File: src/rtl/router_pkt_gen.sv
// rtl/router_pkt_gen.sv - packet transmitter driving the 1x3 router input port
//
// Purpose: accepts a packet request (destination, payload length, seed) and
// emits header, payload and trailing parity bytes, holding each byte while
// the router reports busy.
//
// Ports:
//   clock      in   1   rising-edge clock
//   reset      in   1   asynchronous active-high reset
//   start      in   1   request strobe, sampled while ready=1
//   dest       in   2   destination port 0..2 (3 is rejected)
//   length     in   6   payload byte count 1..63 (0 is rejected)
//   seed       in   8   first payload byte; byte i = seed + i
//   busy       in   1   router busy; current byte is not consumed
//   pkt_valid  out  1   high during header and payload bytes
//   pkt_data   out  8   byte to the router data input
//   ready      out  1   high while idle
//   done       out  1   one-cycle pulse after the parity byte is consumed
//   err        out  1   one-cycle pulse when a request is rejected
//   pkt_count  out 16   completed packet count (wraps)

module router_pkt_gen (
  input  logic        clock,
  input  logic        reset,
  input  logic        start,
  input  logic [1:0]  dest,
  input  logic [5:0]  length,
  input  logic [7:0]  seed,
  input  logic        busy,
  output logic        pkt_valid,
  output logic [7:0]  pkt_data,
  output logic        ready,
  output logic        done,
  output logic        err,
  output logic [15:0] pkt_count
);

  localparam logic [1:0] S_IDLE    = 2'd0;
  localparam logic [1:0] S_HEADER  = 2'd1;
  localparam logic [1:0] S_PAYLOAD = 2'd2;
  localparam logic [1:0] S_PARITY  = 2'd3;

  logic [1:0] r_state;
  logic [5:0] r_len;
  logic [7:0] r_seed;
  logic [5:0] r_idx;
  logic [7:0] r_parity;

  logic       w_legal;
  logic       w_consume;
  logic       w_last;
  logic [5:0] w_idx_inc;
  logic [7:0] w_parity_next;

  assign w_legal       = (dest != 2'd3) && (length != 6'd0);
  assign w_consume     = !busy;
  assign w_last        = (r_idx == (r_len - 6'd1));
  assign w_idx_inc     = r_idx + 6'd1;
  // Parity folds in the byte currently presented, so it only advances on
  // the edge where that byte is actually consumed.
  assign w_parity_next = r_parity ^ pkt_data;

  assign ready = (r_state == S_IDLE);

  always_ff @(posedge clock or posedge reset) begin
    if (reset) begin
      r_state   <= S_IDLE;
      r_len     <= 6'd0;
      r_seed    <= 8'd0;
      r_idx     <= 6'd0;
      r_parity  <= 8'd0;
      pkt_valid <= 1'b0;
      pkt_data  <= 8'd0;
      done      <= 1'b0;
      err       <= 1'b0;
      pkt_count <= 16'd0;
    end else begin
      done <= 1'b0;
      err  <= 1'b0;
      case (r_state)
        S_IDLE: begin
          if (start) begin
            if (w_legal) begin
              r_len     <= length;
              r_seed    <= seed;
              r_parity  <= 8'd0;
              pkt_valid <= 1'b1;
              pkt_data  <= {length, dest};
              r_state   <= S_HEADER;
            end else begin
              err <= 1'b1;
            end
          end
        end
        S_HEADER: begin
          if (w_consume) begin
            r_parity <= w_parity_next;
            r_idx    <= 6'd0;
            pkt_data <= r_seed;
            r_state  <= S_PAYLOAD;
          end
        end
        S_PAYLOAD: begin
          if (w_consume) begin
            r_parity <= w_parity_next;
            if (w_last) begin
              // Parity byte is presented with pkt_valid low.
              pkt_valid <= 1'b0;
              pkt_data  <= w_parity_next;
              r_state   <= S_PARITY;
            end else begin
              r_idx    <= w_idx_inc;
              pkt_data <= r_seed + {2'b00, w_idx_inc};
            end
          end
        end
        S_PARITY: begin
          if (w_consume) begin
            pkt_data  <= 8'd0;
            done      <= 1'b1;
            pkt_count <= pkt_count + 16'd1;
            r_state   <= S_IDLE;
          end
        end
        default: begin
          r_state <= S_IDLE;
        end
      endcase
    end
  end

endmodule
File: config.mk
export PLATFORM = sky130hd
export DESIGN_NAME = router_pkt_gen
export DESIGN_NICKNAME = d
export VERILOG_FILES = /design/src/rtl/router_pkt_gen.sv
export SDC_FILE = /design/constraint.sdc
export NUM_CORES = 1
export LEC_CHECK = 0
export ABC_AREA = 1
export CELL_PAD_IN_SITES_DETAIL_PLACEMENT = 1
export CELL_PAD_IN_SITES_GLOBAL_PLACEMENT = 2
export CORE_UTILIZATION = 30
export DETAILED_ROUTE_END_ITERATION = 10
export PLACE_DENSITY_LB_ADDON = 0.1
export SYNTH_ARGS = -nofsm -noshare
export SYNTH_HDL_FRONTEND = slang
export SYNTH_SLANG_ARGS = --single-unit
File: constraint.sdc
create_clock -name clock -period 3.77 [get_ports clock]
set_input_delay 0.754 -clock clock [delete_from_list [all_inputs] [get_ports clock]]
set_output_delay 0.754 -clock clock [all_outputs]
set_load 0.005 [all_outputs]
* After elaboration in Yosys (flattened, before gate mapping)
Cells that the tools add are included.
** Storage, ports and cells
- Bits in latches :: 0
- ROM bits :: 0
- Logic and storage cells :: 75
- Output and inout bits :: 28
- Input port bits :: 20
- Memories kept :: 0
- Memory bits (writable) :: 0
- Bits in registers :: 57
** Cells by class
- Multiply operators :: 0
- Bitwise logic cells :: 2
- Divide/modulo/power cells :: 0
- Reduce and logical (&&, ||, !) cells :: 14
- Mux-type cells :: 32
- Add/subtract/negate cells :: 4
- Magnitude comparators :: 0
- Shift operators :: 0
- Equality and inequality tests :: 13
** Operators with widths (count)
- $mux W8 :: 9
- $pmux W8 S4 :: 1
- $mux W6 :: 3
- $add A16 B1 Y16 const B :: 1
- $ne A2 B2 Y1 const B :: 8
- $pmux W8 S2 :: 1
- $mux W2 :: 6
- $pmux W6 S2 :: 1
- $reduce_and A5 Y1 :: 2
- $mux W1 :: 9
- $add A8 B6 Y8 :: 1
- $pmux W2 S4 :: 1
- $reduce_and A4 Y1 :: 2
- $xor A8 B8 Y8 :: 1
- $add A6 B1 Y6 const B :: 1
- $eq A6 B6 Y1 :: 1
- $reduce_and A6 Y1 :: 1
- $reduce_bool A2 Y1 :: 3
- $reduce_bool A6 Y1 :: 1
- $sub A6 B1 Y6 const B :: 1
- $eq A2 B2 Y1 const B :: 2
- $reduce_and A3 Y1 :: 1
- $eq A2 B1 Y1 const B :: 1
- $logic_not A2 Y1 :: 1
- 6 further kinds :: 6

* Logic depth before layout (Yosys ltp)
- Depth in word-level cells :: 5
- Mapped depth :: 18
- Mapped depth without buffers :: 18

* Least setup slack after synthesis
Ideal clock, no wire load.
- Path type :: reg2reg
- From :: register r_idx[0]
- To :: register pkt_data[6]
- Clock period less this slack :: 2.226 ns
- Required time :: 3.653 ns
- Stages on the path, launching flop included :: 18
- Slack :: 1.544 ns
- Setup time :: 0.117 ns
- Arrival time :: 2.109 ns
- Path buffers :: 0
- Path through :: dfrtp_1 > ha_1 > nand2_1 > inv_1 > nand2_1 > xor2_1 > inv_1 > ha_1 > nand2_1 > or2_2 > nand3_1 > nand2_1 > nand2_1 > nand2_1 > nand3_1 > nand2_1 > nand2_1 > nand2_1
** On the way
- Cells in the longest elaborated chain, start to end :: 5
- Elaborated cells between the ends (all ways) :: 6
- Those cells by class :: 2 x add/sub; 1 x eq/ne; 3 x mux
** Ends and longest elaborated chain
- from (decl) :: RTL line 46 : logic [5:0] r_idx;
- from (signal assigned) :: RTL line 112 : r_idx <= w_idx_inc;
- $add A6 B1 Y6 :: RTL line 58 : assign w_idx_inc = r_idx + 6'd1;
- $add A8 B6 Y8 :: RTL line 113 : pkt_data <= r_seed + {2'b00, w_idx_inc};
- $mux W8 * :: RTL line 106 : if (w_last) begin
- $mux W8 * :: RTL line 104 : if (w_consume) begin
- $pmux W8 S4 * :: RTL line 80 : case (r_state)
- to (signal assigned) :: RTL line 88 : pkt_data <= {length, dest};
- to (signal assigned) :: RTL line 109 : pkt_data <= w_parity_next;
- to (signal assigned) :: RTL line 113
- to (decl) :: RTL line 31 : output logic [7:0] pkt_data,
Mark *: on every way between the ends. The rest lies on a longest branch, timed or not. The select of a mux whose other input is x is not followed.
A chain may end at the register's enable or synchronous reset.

* Worst setup path after layout
- From :: register r_state[0]
- To :: output port ready
** On the way
- Cells in the longest elaborated chain, start to end :: 1
** Ends and longest elaborated chain
- from (decl) :: RTL line 43 : logic [1:0] r_state;
- from (signal assigned) :: RTL line 67 : r_state <= S_IDLE;
- from (signal assigned) :: RTL line 89 : r_state <= S_HEADER;
- from (signal assigned) :: RTL line 100 : r_state <= S_PAYLOAD;
- $logic_not A2 Y1 :: RTL line 63 : assign ready = (r_state == S_IDLE);
- to (decl) :: RTL line 32 : output logic ready,
Every way passes these cells.

==> impl_metrics.py <==
metrics = {
    "timing": {
        "setup_viol": 0,
        "final_hold_viol_count": 0,
        "finalCritPeriodShare_pct": 75.9,
        "final-max-slew-violation-count": 0,
        "max_freq_mhz": 349,
        "rsz0062_at_grt": "no",
        "finalSetupTns_ns": 0,
        "holdWs_ns": 0.478,
        "worstMarginPinSlew_ns": 1.05,
        "timing.final.ws_setup_ns": 0.907,
        "final.min_clock_period_ns": 2.86,
        "relSlewSlack_pct": 29.3,
        "finClkSkew_ns": 0.0116,
    },
    "placed_design": {
        "io_buffers": 47,
        "hpwlAfterDp_um": 7190,
        "place_area_um2": 3990,
        "post-place-ws_ns": 0.811,
        "dp_cells": 608,
        "gp_congestion": 0.755,
    },
    "layout": {
        "num_antenna_cells": 0,
        "nets": 513,
        "post-route-util_pct": 38.3,
        "synthToLayoutAreaGrowth_pct": 24.0,
        "multiInputGateArea_um2": 1710,
        "final_layout_size_suffix_gt1_share_pct": 6.64,
        "regArea_um2": 1430,
        "design_area_um2": 4170,
        "fillerInstances": 1327,
        "instances_no_fill": 622,
    },
    "die": {
        "die-width_um": 108,
        "io_pins": 48,
        "start_util_pct": 30.9,
        "design.die.area_um2": 11600,
        "die_h_um": 108,
        "num_rows": 38,
        "coreArea_um2": 10900,
    },
    "routing": {
        "postRouteAntennaNets": 0,
        "vias_per_cell": 4.67,
        "detail_route.first_pass.iterations": 4,
        "dr.first_iter.drc_count": 87,
        "route.detailed.drc": 0,
        "vias": 2902,
        "wl_um": 9320,
        "wire_per_inst_um": 15.0,
    },
    "yosys": {
        "synthFlopType": "dfrtp_1",
        "yosysSeqAreaShare_pct": 42.4,
        "synth_area_leader_cell": "dfrtp_1",
        "avgSynthCellArea_um2": 7.86,
        "yosys-top-cells-area": "dfrtp_1 (42%), nand2_1 (14%), inv_1 (5.4%)",
        "yosysMostFrequentCell": "nand2_1",
        "syn_inst": 428,
        "synth_area_um2": 3360,
        "syn_nets": 462,
        "synth.distinct_cells": 32,
        "yosys_warnings": 0,
        "synth_edf_count": 0,
        "async_flop_share_pct": 100,
        "synth_top_area_share_pct": 42.4,
        "synth_commonest_cells": "nand2_1 (127), dfrtp_1 (57), inv_1 (48), nand3_1 (34), nor2_1 (30)",
        "synth_seq_cells": 57,
    },
    "grt": {
        "grt_pass1_wl_um": 15700,
        "grtUsageTotal_pct": 17.9,
        "grt_pass1_vias": 3082,
        "antenna_found_initial": 0,
        "grt_remaining_overflow": 0,
        "grt_max_degree": 40,
    },
    "pwr": {
        "combPwrFrac_pct": 51.1,
        "p_per_area_nw_per_um2": 767,
        "intPower_mw": 1.77,
        "power.share.clock_pct": 17.7,
        "p_total_mw": 3.20,
        "swShare_pct": 44.6,
        "power.leakage_nw": 2.07,
        "switchingPower_mw": 1.43,
        "ir_worst_vdd_mv": 0.301,
        "power.share.sequential_pct": 31.2,
    },
    "clock_network": {
        "cts_resized": 0,
        "ctsRootBufferMaster": "clkbuf_8",
        "cts_tree": "built",
        "htree_levels": 3,
        "clk_latency_ns": 0.35,
        "cts.path.max_buffers": 2,
        "postCtsSetupBuffers": 0,
        "clock-sinks": 57,
        "cts_made_buffers": 9,
        "clk_pin_slew_ns": 0.07,
        "postCtsHoldBufs": 0,
    },
    "setup_path": {
        "cp.arrival_ns": 2.11,
        "critPathMaxFanout": 21,
        "crit_path_end_kind": "primary output",
        "cp.required_ns": 3.02,
        "crit_path_start_kind": "flip-flop",
        "critPathKind": "flip-flop to primary output",
    },
    "job": {
        "drv_cap": 0,
    },
    "status": {
        "status": "complete, no violations",
    },
    "min_path": {
        "worst_hold_path_type": "flip-flop to flip-flop",
    },
}
## registers in the layout (all words and copies together) (netlist names)
signal	count
err	1
pkt_count	16
r_idx	6
r_seed	8
done	1
pkt_valid	1
pkt_data	8
r_state	2
r_len	6
r_parity	8
## critical path, stage by stage (launching register included)
cell             delay, ns
dfrtp_1               0.42
inv_1                 0.10
ha_1                  0.61
clkdlybuf4s50_1       0.63
## kinds of logic (layout without fill, tap and decap cells)
| logic type | after synthesis | in the layout | share of synthesized area [%] |
|---|---|---|---|
| flip-flops | 57 | 57 | 42.4 |
| multiplexers | 5 | 5 | 1.67 |
| AND/OR/NAND/NOR | 213 | 213 | 27.4 |
| buffers and inverters | 60 | 114 | 6.88 |
| AO/OA/AOI/OAI | 50 | 50 | 8.63 |
| XOR/XNOR | 29 | 29 | 7.55 |
| adder cells (fa/ha/maj) | 14 | 14 | 5.43 |
## power groups by stage
stage          Sequential (mW)  Combinational, mW  Clock [mW]
2_1_floorplan            0.957               1.18           0
3_3_place_gp              1.01               1.64           0
3_5_place_dp              1.01               1.66           0
4_1_cts                   1.01               1.67       0.595
5_1_grt                   1.04               1.88       0.620
6_report                  1.00               1.64       0.566
## cell type report
type / instances / area share (%)
multi-input cells: 311 / 40.9
flip-flops and latches: 57 / 34.2
repair buffers: 50 / 11.8
inverters: 50 / 4.50
well taps: 140 / 4.20
clock buffers: 11 / 3.39
clock inverters: 3 / 1.02
## routing by layer
metal | part of all wire [%] | up-vias | GRT usage [%] | routed length [µm]
met2 | 48 | 37 | 29.9 | 4460
met5 | 0 | - | 0 | 0
li1 | - | 1472 | - | -
met1 | 47 | 1384 | 21.9 | 4380
met3 | 4.0 | 9 | 6.17 | 373
met4 | 1.1 | 0 | 4.70 | 107
## placed cells by master, fill, tap and decap left out, types with 2 or more instances in the layout
cell type        count
o21ai_0              9
xnor2_1             18
mux2_2               5
clkdlybuf4s50_1     47
inv_2                3
o21ai_1              3
inv_1               47
buf_4                3
nand3_1             34
clkbuf_8            10
xor2_1              11
nand4_1             12
nand2_4              2
nand2_1            127
o22ai_1              2
nor2_1              30
o31ai_1              8
dfrtp_1             57
a21oi_1             24
ha_1                13
## path summary, 6_finish.rpt
kind,slack (ns),from,depth (start not counted),to
worst max register to register,1.11,r_idx[0]$_DFFE_PP0P_,17,pkt_data[6]$_DFFE_PP0P_
max in group asynchronous,2.17,reset,3,r_idx[4]$_DFFE_PP0P_
worst min register to register,0.48,pkt_count[15]$_DFFE_PP0P_,1,pkt_count[15]$_DFFE_PP0P_
min in group asynchronous,0.71,reset,2,pkt_count[8]$_DFFE_PP0P_
worst min-delay path,0.48,pkt_count[15]$_DFFE_PP0P_,1,pkt_count[15]$_DFFE_PP0P_
worst max-delay path,0.91,r_state[0]$_DFFE_PP0P_,3,ready
Power figures use the tool's default switching activity.
